File: config.mk
export PLATFORM = sky130hd
export DESIGN_NAME = mem_arbiter
export DESIGN_NICKNAME = d
export VERILOG_FILES = /design/src/rtl/mem_arbiter.sv
export SDC_FILE = /design/constraint.sdc
export NUM_CORES = 1
export LEC_CHECK = 0
export ABC_AREA = 1
export CORE_MARGIN = 1.5
export CORE_UTILIZATION = 45
export CTS_CLUSTER_DIAMETER = 60
export CTS_CLUSTER_SIZE = 28
export DETAILED_ROUTE_END_ITERATION = 6
export GPL_TIMING_DRIVEN = 0
export PLACE_DENSITY = 0.8
export SKIP_LAST_GASP = 1
export SLEW_MARGIN = 20
export SYNTH_ARGS = -nofsm -noshare
export SYNTH_HDL_FRONTEND = slang
export SYNTH_SLANG_ARGS = --single-unit
File: constraint.sdc
create_clock -name clk -period 2 [get_ports clk]
set_input_delay 0.5 -clock clk [delete_from_list [all_inputs] [get_ports clk]]
set_output_delay 0.5 -clock clk [all_outputs]
set_load 0.01 [all_outputs]
File: src/rtl/mem_arbiter.sv
// Two-port memory arbiter: data port has priority over instruction fetch, one outstanding
// memory transaction at a time, aborted with an error after TIMEOUT busy cycles.
module mem_arbiter #(
   parameter int unsigned TIMEOUT = 255
) (
   input  logic        clk,
   input  logic        resetn,
   input  logic        i_req,
   input  logic [31:0] i_addr,
   output logic [31:0] i_rdata,
   output logic        i_done,
   output logic        i_err,
   input  logic        d_req,
   input  logic        d_wr,
   input  logic [1:0]  d_size,
   input  logic [31:0] d_addr,
   input  logic [31:0] d_wdata,
   output logic [31:0] d_rdata,
   output logic        d_done,
   output logic        d_err,
   output logic        mem_req,
   output logic        mem_wr,
   output logic [31:0] mem_addr,
   output logic [3:0]  mem_wstrb,
   output logic [31:0] mem_wdata,
   input  logic [31:0] mem_rdata,
   input  logic        mem_ready,
   output logic        stall
);

   typedef enum logic [1:0] {StIdle, StBusyI, StBusyD} state_e;

   localparam logic [15:0] LastCnt = 16'(TIMEOUT - 1);

   state_e      state_q, state_d;
   logic [15:0] cnt_q, cnt_d;
   logic [1:0]  off_q, off_d;
   logic        mem_req_q, mem_req_d, mem_wr_q, mem_wr_d;
   logic [31:0] mem_addr_q, mem_addr_d, mem_wdata_q, mem_wdata_d;
   logic [3:0]  mem_wstrb_q, mem_wstrb_d;
   logic [31:0] i_rdata_q, i_rdata_d, d_rdata_q, d_rdata_d;
   logic        i_done_q, i_done_d, i_err_q, i_err_d;
   logic        d_done_q, d_done_d, d_err_q, d_err_d;
   logic        d_misaligned;
   logic [3:0]  d_strb;
   logic [31:0] d_wrep;

   assign d_misaligned = (d_size == 2'b11) | ((d_size == 2'b01) & d_addr[0]) |
                         ((d_size == 2'b10) & (d_addr[1:0] != 2'b00));

   always_comb begin
      case (d_size)
         2'b00: begin
            d_strb = 4'b0001 << d_addr[1:0];
            d_wrep = {4{d_wdata[7:0]}};
         end
         2'b01: begin
            d_strb = 4'b0011 << {d_addr[1], 1'b0};
            d_wrep = {2{d_wdata[15:0]}};
         end
         default: begin
            d_strb = 4'b1111;
            d_wrep = d_wdata;
         end
      endcase
   end

   always_comb begin
      state_d     = state_q;
      cnt_d       = cnt_q;
      off_d       = off_q;
      mem_req_d   = mem_req_q;
      mem_wr_d    = mem_wr_q;
      mem_addr_d  = mem_addr_q;
      mem_wdata_d = mem_wdata_q;
      mem_wstrb_d = mem_wstrb_q;
      i_rdata_d   = i_rdata_q;
      d_rdata_d   = d_rdata_q;
      i_done_d    = 1'b0;
      i_err_d     = 1'b0;
      d_done_d    = 1'b0;
      d_err_d     = 1'b0;
      unique case (state_q)
         StIdle: begin
            // A requester still seeing its own done pulse is not re-sampled.
            if (d_req && !d_done_q) begin
               if (d_misaligned) begin
                  d_done_d = 1'b1;
                  d_err_d  = 1'b1;
               end else begin
                  state_d     = StBusyD;
                  cnt_d       = '0;
                  off_d       = d_addr[1:0];
                  mem_req_d   = 1'b1;
                  mem_wr_d    = d_wr;
                  mem_addr_d  = {d_addr[31:2], 2'b00};
                  mem_wstrb_d = d_wr ? d_strb : 4'b0000;
                  mem_wdata_d = d_wrep;
               end
            end else if (i_req && !i_done_q) begin
               state_d     = StBusyI;
               cnt_d       = '0;
               mem_req_d   = 1'b1;
               mem_wr_d    = 1'b0;
               mem_addr_d  = i_addr & 32'hFFFF_FFFC;
               mem_wstrb_d = 4'b0000;
            end
         end
         StBusyI, StBusyD: begin
            cnt_d = cnt_q + 16'd1;
            if (mem_ready || (cnt_q == LastCnt)) begin
               state_d     = StIdle;
               mem_req_d   = 1'b0;
               mem_wr_d    = 1'b0;
               mem_wstrb_d = 4'b0000;
               if (state_q == StBusyI) begin
                  i_done_d = 1'b1;
                  i_err_d  = !mem_ready;
                  if (mem_ready) i_rdata_d = mem_rdata;
               end else begin
                  d_done_d = 1'b1;
                  d_err_d  = !mem_ready;
                  if (mem_ready && !mem_wr_q) d_rdata_d = mem_rdata >> {off_q, 3'b000};
               end
            end
         end
         default: state_d = StIdle;
      endcase
   end

   always_ff @(posedge clk or negedge resetn) begin
      if (!resetn) begin
         state_q     <= StIdle;
         cnt_q       <= '0;
         off_q       <= '0;
         mem_req_q   <= 1'b0;
         mem_wr_q    <= 1'b0;
         mem_addr_q  <= '0;
         mem_wdata_q <= '0;
         mem_wstrb_q <= '0;
         i_rdata_q   <= '0;
         d_rdata_q   <= '0;
         i_done_q    <= 1'b0;
         i_err_q     <= 1'b0;
         d_done_q    <= 1'b0;
         d_err_q     <= 1'b0;
      end else begin
         state_q     <= state_d;
         cnt_q       <= cnt_d;
         off_q       <= off_d;
         mem_req_q   <= mem_req_d;
         mem_wr_q    <= mem_wr_d;
         mem_addr_q  <= mem_addr_d;
         mem_wdata_q <= mem_wdata_d;
         mem_wstrb_q <= mem_wstrb_d;
         i_rdata_q   <= i_rdata_d;
         d_rdata_q   <= d_rdata_d;
         i_done_q    <= i_done_d;
         i_err_q     <= i_err_d;
         d_done_q    <= d_done_d;
         d_err_q     <= d_err_d;
      end
   end

   assign mem_req   = mem_req_q;
   assign mem_wr    = mem_wr_q;
   assign mem_addr  = mem_addr_q;
   assign mem_wdata = mem_wdata_q;
   assign mem_wstrb = mem_wstrb_q;
   assign i_rdata   = i_rdata_q;
   assign d_rdata   = d_rdata_q;
   assign i_done    = i_done_q;
   assign i_err     = i_err_q;
   assign d_done    = d_done_q;
   assign d_err     = d_err_q;
   assign stall     = (i_req & ~i_done_q) | (d_req & ~d_done_q);

endmodule

## Word-level counts from Yosys, hierarchy flattened

Index checks and enable logic that the tools add are counted.
Widths: inputs -> output; s select.

- Add/subtract/negate cells: 1
- Equality and inequality tests: 10
- Shift operators: 3
- Mux-type cells: 43
- Bitwise logic cells: 11
- Reduce and logical (&&, ||, !) cells: 21

Operator list:

| operator | number |
|---|---|
| $mux 32 | 3 |
| $pmux 32 s2 | 1 |
| $mux 16 | 3 |
| $pmux 16 s2 | 1 |
| $shr 32x5->32 | 1 |
| $mux 4 | 5 |
| $mux 1 | 19 |
| $add 16x1->16 const B | 1 |
| $eq 16x8->1 const B | 1 |
| $pmux 4 s2 | 2 |
| $reduce_and 3->1 | 4 |
| $reduce_and 4->1 | 3 |
| $mux 2 | 4 |
| $pmux 1 s2 | 4 |
| $eq 2x2->1 const B | 3 |
| $ne 3x3->1 const B | 2 |
| $reduce_bool 2->1 | 3 |
| $and 1x1->1 | 4 |
| $eq 2x1->1 const B | 2 |
| $logic_not 1->1 | 4 |
| $logic_not 2->1 | 2 |
| $ne 2x2->1 const B | 2 |
| $not 1->1 | 4 |
| $pmux 2 s2 | 1 |
| 6 further kinds | 10 |

- Flip-flop bits (word level): 158
- Bits of input ports: 136
- Output and inout bits: 139
- Word-level logic and storage cells: 103

## Depth between registers and ports, before layout

- Depth after elaboration: 7
- Gate-level depth with buffers: 12
- Depth with buffers taken out: 10

## Worst setup path after synthesis

OpenSTA, ideal clock, no wires.

- Kind: register -> register
- From: register state_q[0]
- To: register mem_wstrb_q[0], in the netlist mem_wstrb[0]
- Library setup time: 0.065 ns
- Arrival: 1.434 ns
- Required time: 1.935 ns
- Path slack: 0.501 ns
- Stages on the path, launching flop included: 9
- Path buffers: 0
- Period minus slack after synthesis: 1.499 ns
- Cells stage by stage: dfrtp_1 -> inv_1 -> ha_1 -> inv_1 -> nand3_1 -> inv_1 -> nand2_1 -> nand3b_1 -> nand2_1

- Cells in the longest elaborated chain, start to end: 4
- Elaborated cells between the ends (all ways): 10
- Classes of those cells: 5 x eq/ne; 1 x mux; 4 x reduce/logical

Ends and longest elaborated chain:

| what | RTL line | source |
|---|---|---|
| start: declaration | 35 | `state_e state_q, state_d;` |
| start signal: assignment | 133 | `state_q <= StIdle;` |
| start signal: assignment | 148 | `state_q <= state_d;` |
| $eq 2x1->1 / $eq 2x2->1 (equally long branches) | 83 | `unique case (state_q)` |
| $reduce_or 2->1 | 83 |  |
| $ne 2x2->1 (no line) / $reduce_bool 2->1 (equally long branches) | - |  |
| $reduce_and 4->1 (no line) | - |  |
| end signal: assignment | 155 | `mem_wstrb_q <= mem_wstrb_d;` |
| end: declaration | 40 | `logic [3:0] mem_wstrb_q, mem_wstrb_d;` |

Several ways; a longest one is shown, not always the timed one.
A chain may end at the register's enable or synchronous reset.

## Worst setup path after layout

- From: register mem_wr_q, in the netlist mem_wr
- To: output mem_wr

RTL lines:

| what | RTL line | source |
|---|---|---|
| start: declaration | 38 | `logic mem_req_q, mem_req_d, mem_wr_q, mem_wr_d;` |
| start signal: assignment | 152 | `mem_wr_q <= mem_wr_d;` |
| end: declaration | 22 | `output logic mem_wr,` |

No word-level cell between the ends.

==> summary.txt <==
Timing
  – Pins over their slew limit: 0
  – Final hold violations: 0
  – Tcrit/Tclk final: 0.972
  – FMAX: roughly 510 MHz
  – Final setup vio count: 0
  – Sum Neg Setup Slack: 0 ps
  – Tmin final: 1940 ps
  – Clk_skew: 10.8 ps
  – Slew at the pin closest to its max-slew limit: approximately 690 ps
  – Unrepaired setup endpoints after global routing: no
  – Slew margin rel.: 0.543

Global routing
  – First-pass GRT wire length: ~38000 µm
  – GR met3 Demand/Resource: 0.0651
  – GRT met1 Usage: 0.358
  – Largest net degree at the start of global routing: 91
  – GRT overflow: 0
  – Most used routing layer in global routing: met2
  – Vias in the first global route: 7373
  – All-Layer GR Usage: 0.274
  – Met2 usage: 0.448
  – Initial antenna violation count: 0

Floorplanning
  – Initial core utilization: 0.462
  – Total Die Area: ~18000 µm²
  – CORE AREA: around 17000 µm²
  – Ports: 275
  – Die width: between 100 and 150 µm
  – Rows: 47
  – Die height: about 130 µm

Yosys
  – Synth top area share: 0.507
  – Mapped Area: 7690 µm²
  – Syn avg cell area: between 8 and 9 µm²
  – Synth cell count leaders: nand2_1, dfrtp_1, o21ai_0
  – Count leader, synth: nand2_1
  – Synth Instances: between 900 and 1000
  – Post-synthesis register bit count: ~160
  – Post-synth EDFFs: 0
  – Area contributors post-synth: dfrtp_1, nand2_1, o21ai_0
  – Post-synthesis sequential area ratio: 0.507
  – Fraction of registers with async set/reset: 1.00
  – Warnings from Yosys: 0
  – Distinct cells, synth: 39
  – Main synth FF type: dfrtp_1
  – Cell taking the most area after synthesis: dfrtp_1

Placement
  – Global placer's final weighted congestion: about 0.9
  – DP Area: around 11000 µm²
  – # placed instances: between 1000 and 1500
  – Detailed Place HPWL: around 18000 µm
  – IO Port Bufs: between 200 and 300

Clock tree
  – # clock sinks: about 160
  – H-Tree Depth: 4
  – TritonCTS clock tree: done
  – Clock latency on the worst-skew pair: 430 ps
  – Cts hold-fix bufs: 0
  – Root buffer cell: clkbuf_16
  – CTS Buf Count: 17
  – Worst-path clk slew: approximately 60 ps
  – CTS max path bufs: 2
  – Setup Fix Bufs, Post-CTS: 0

Worst hold path
  – Hold Crit Class: input port to async pin

Worst setup path
  – Critical Path Slowest Stage Cell: clkdlybuf4s50_1
  – Setup CP Type: flip-flop to output port
  – Crit start category: flip-flop
  – Critical path's top delay family: buffers and inverters
  – Worst path max stage delay: roughly 570 ps
  – Critical path data required time: 1500 ps
  – Sum of buffers and inverters on the critical path: 1
  – Critical path, cell by cell: clkdlybuf4s50_1
  – Worst setup EP type: output port
  – Worst EP arrival: around 1400 ps
  – Crit-path max FO: 3

Finish
  – Final nets: around 1400
  – Fraction of layout cells with a size suffix above 1: 0.0896
  – Final cell count without fillers: 1481
  – Diode count: 0
  – Area added between synthesis and finish: 46.2%
  – Final instance area: ~11000 µm²

Routing
  – Drt pass-1 iters: 5
  – Remaining design rule violation count: 0
  – Post-route ant nets: 0
  – Via Count: ~7600
  – Drt total wl: ~24000 µm
  – Number of DRC markers in iteration 0: a little under 500
  – Via density: between 5 and 6
  – Post-DR wirelength/cell: 16.1 µm

Run status
  – Status: completed

Run
  – Maximum capacitance violations: 0

Pwr
  – Peak supply drop: 0.705 mV
  – Pwr dens: around 1400 nW/µm²
  – Leakage Power: 5.30 nW
  – Pwr Total: roughly 16 mW
==> cell usage in the layout (no fill, tap or decap), types with 3 or more instances in the layout <==
cell type	n
a21oi_1	32
buf_2	26
buf_6	7
clkbuf_1	19
clkbuf_16	17
clkdlybuf4s50_1	266
clkinv_2	3
clkinvlp_4	4
dfrtp_1	156
ha_1	5
inv_1	60
inv_6	6
mux2_2	16
nand2_1	383
nand2_2	6
nand2_4	3
nand3_1	29
nand3_2	4
nand3b_1	4
nor2_1	25
nor3_1	3
o211ai_1	8
o21ai_0	119
o21ai_1	11
o31ai_1	15
xor2_1	3
==> report_power, final <==
group	total (mW)	switching [mW]	internal (mW)
Clock	2.99	1.38	1.61
Sequential	5.24	0.771	4.46
Combinational	7.64	3.97	3.66
==> final timing paths <==
path,from,endpoint,slack [ps],cells after the start
max,mem_wr$_DFFE_PN0P_,mem_wr,60,1
min,resetn,d_rdata[12]$_DFFE_PN0P_,70,1
max reg2reg,state_q[0]$_DFFE_PN0P_,d_rdata[31]$_DFFE_PN0P_,150,7
min reg2reg,mem_req$_DFFE_PN0P_,mem_req$_DFFE_PN0P_,480,2
max in group asynchronous,resetn,mem_wdata[1]$_DFFE_PN0P_,1170,2
min in group clk,d_size[1],mem_wdata[17]$_DFFE_PN0P_,450,5
==> cells by family after synthesis <==
group,Yosys count,share of synthesized area
buffers and inverters,119,0.0704
muxes,16,0.0234
AOI/OAI and AO/OA,193,0.138
xor gates and xnor gates,3,0.00342
adders and majority gates,5,0.00813
DFF,156,0.507
and+or+nand+nor,465,0.249
other,1,0.000487
==> area by class of cell <==
class / count / area [µm²]
inverters: 63 / 239
clock buffers: 18 / 429
flip-flops and latches: 156 / 3900
multi-input cells: 684 / 3260
fillers: 1368 / 5400
plain buffers: 56 / 305
clock inverters: 14 / 109
well taps: 220 / 275
repair buffers: 270 / 2730
==> registers in the layout, indices dropped and copies added (netlist names) <==
register,flops
cnt_q,16
d_done,1
d_err,1
d_rdata,32
i_done,1
i_err,1
i_rdata,32
mem_addr,30
mem_req,1
mem_wdata,32
mem_wr,1
mem_wstrb,4
off_q,2
state_q,2
==> timing repair <==
item	in CTS	in global routing
setup endpoints to repair	1	4
endpoints found under the hold margin	0	0
resized for setup	6	4
==> through the flow <==
| step | worst slack [ps] | hold slack, ps | utilization |
|---|---|---|---|
| 5_1_grt | 22.4 | 132 | 0.676 |
| 4_1_cts | 45.4 | 103 | 0.676 |
| 3_3_place_gp | -5890 | 461 | 0.641 |
| 2_1_floorplan | 501 | 204 | - |
| 6_report | 56.1 | 74.2 | 0.676 |
| 3_5_place_dp | -421 | 464 | 0.643 |
==> per-layer routing <==
metal  wire [µm]  part of all wire
met4         585             0.024
met2       11400              0.48
met5           0                 0
met3        2190             0.092
met1        9720              0.41
(Power assumes the default switching activity.)
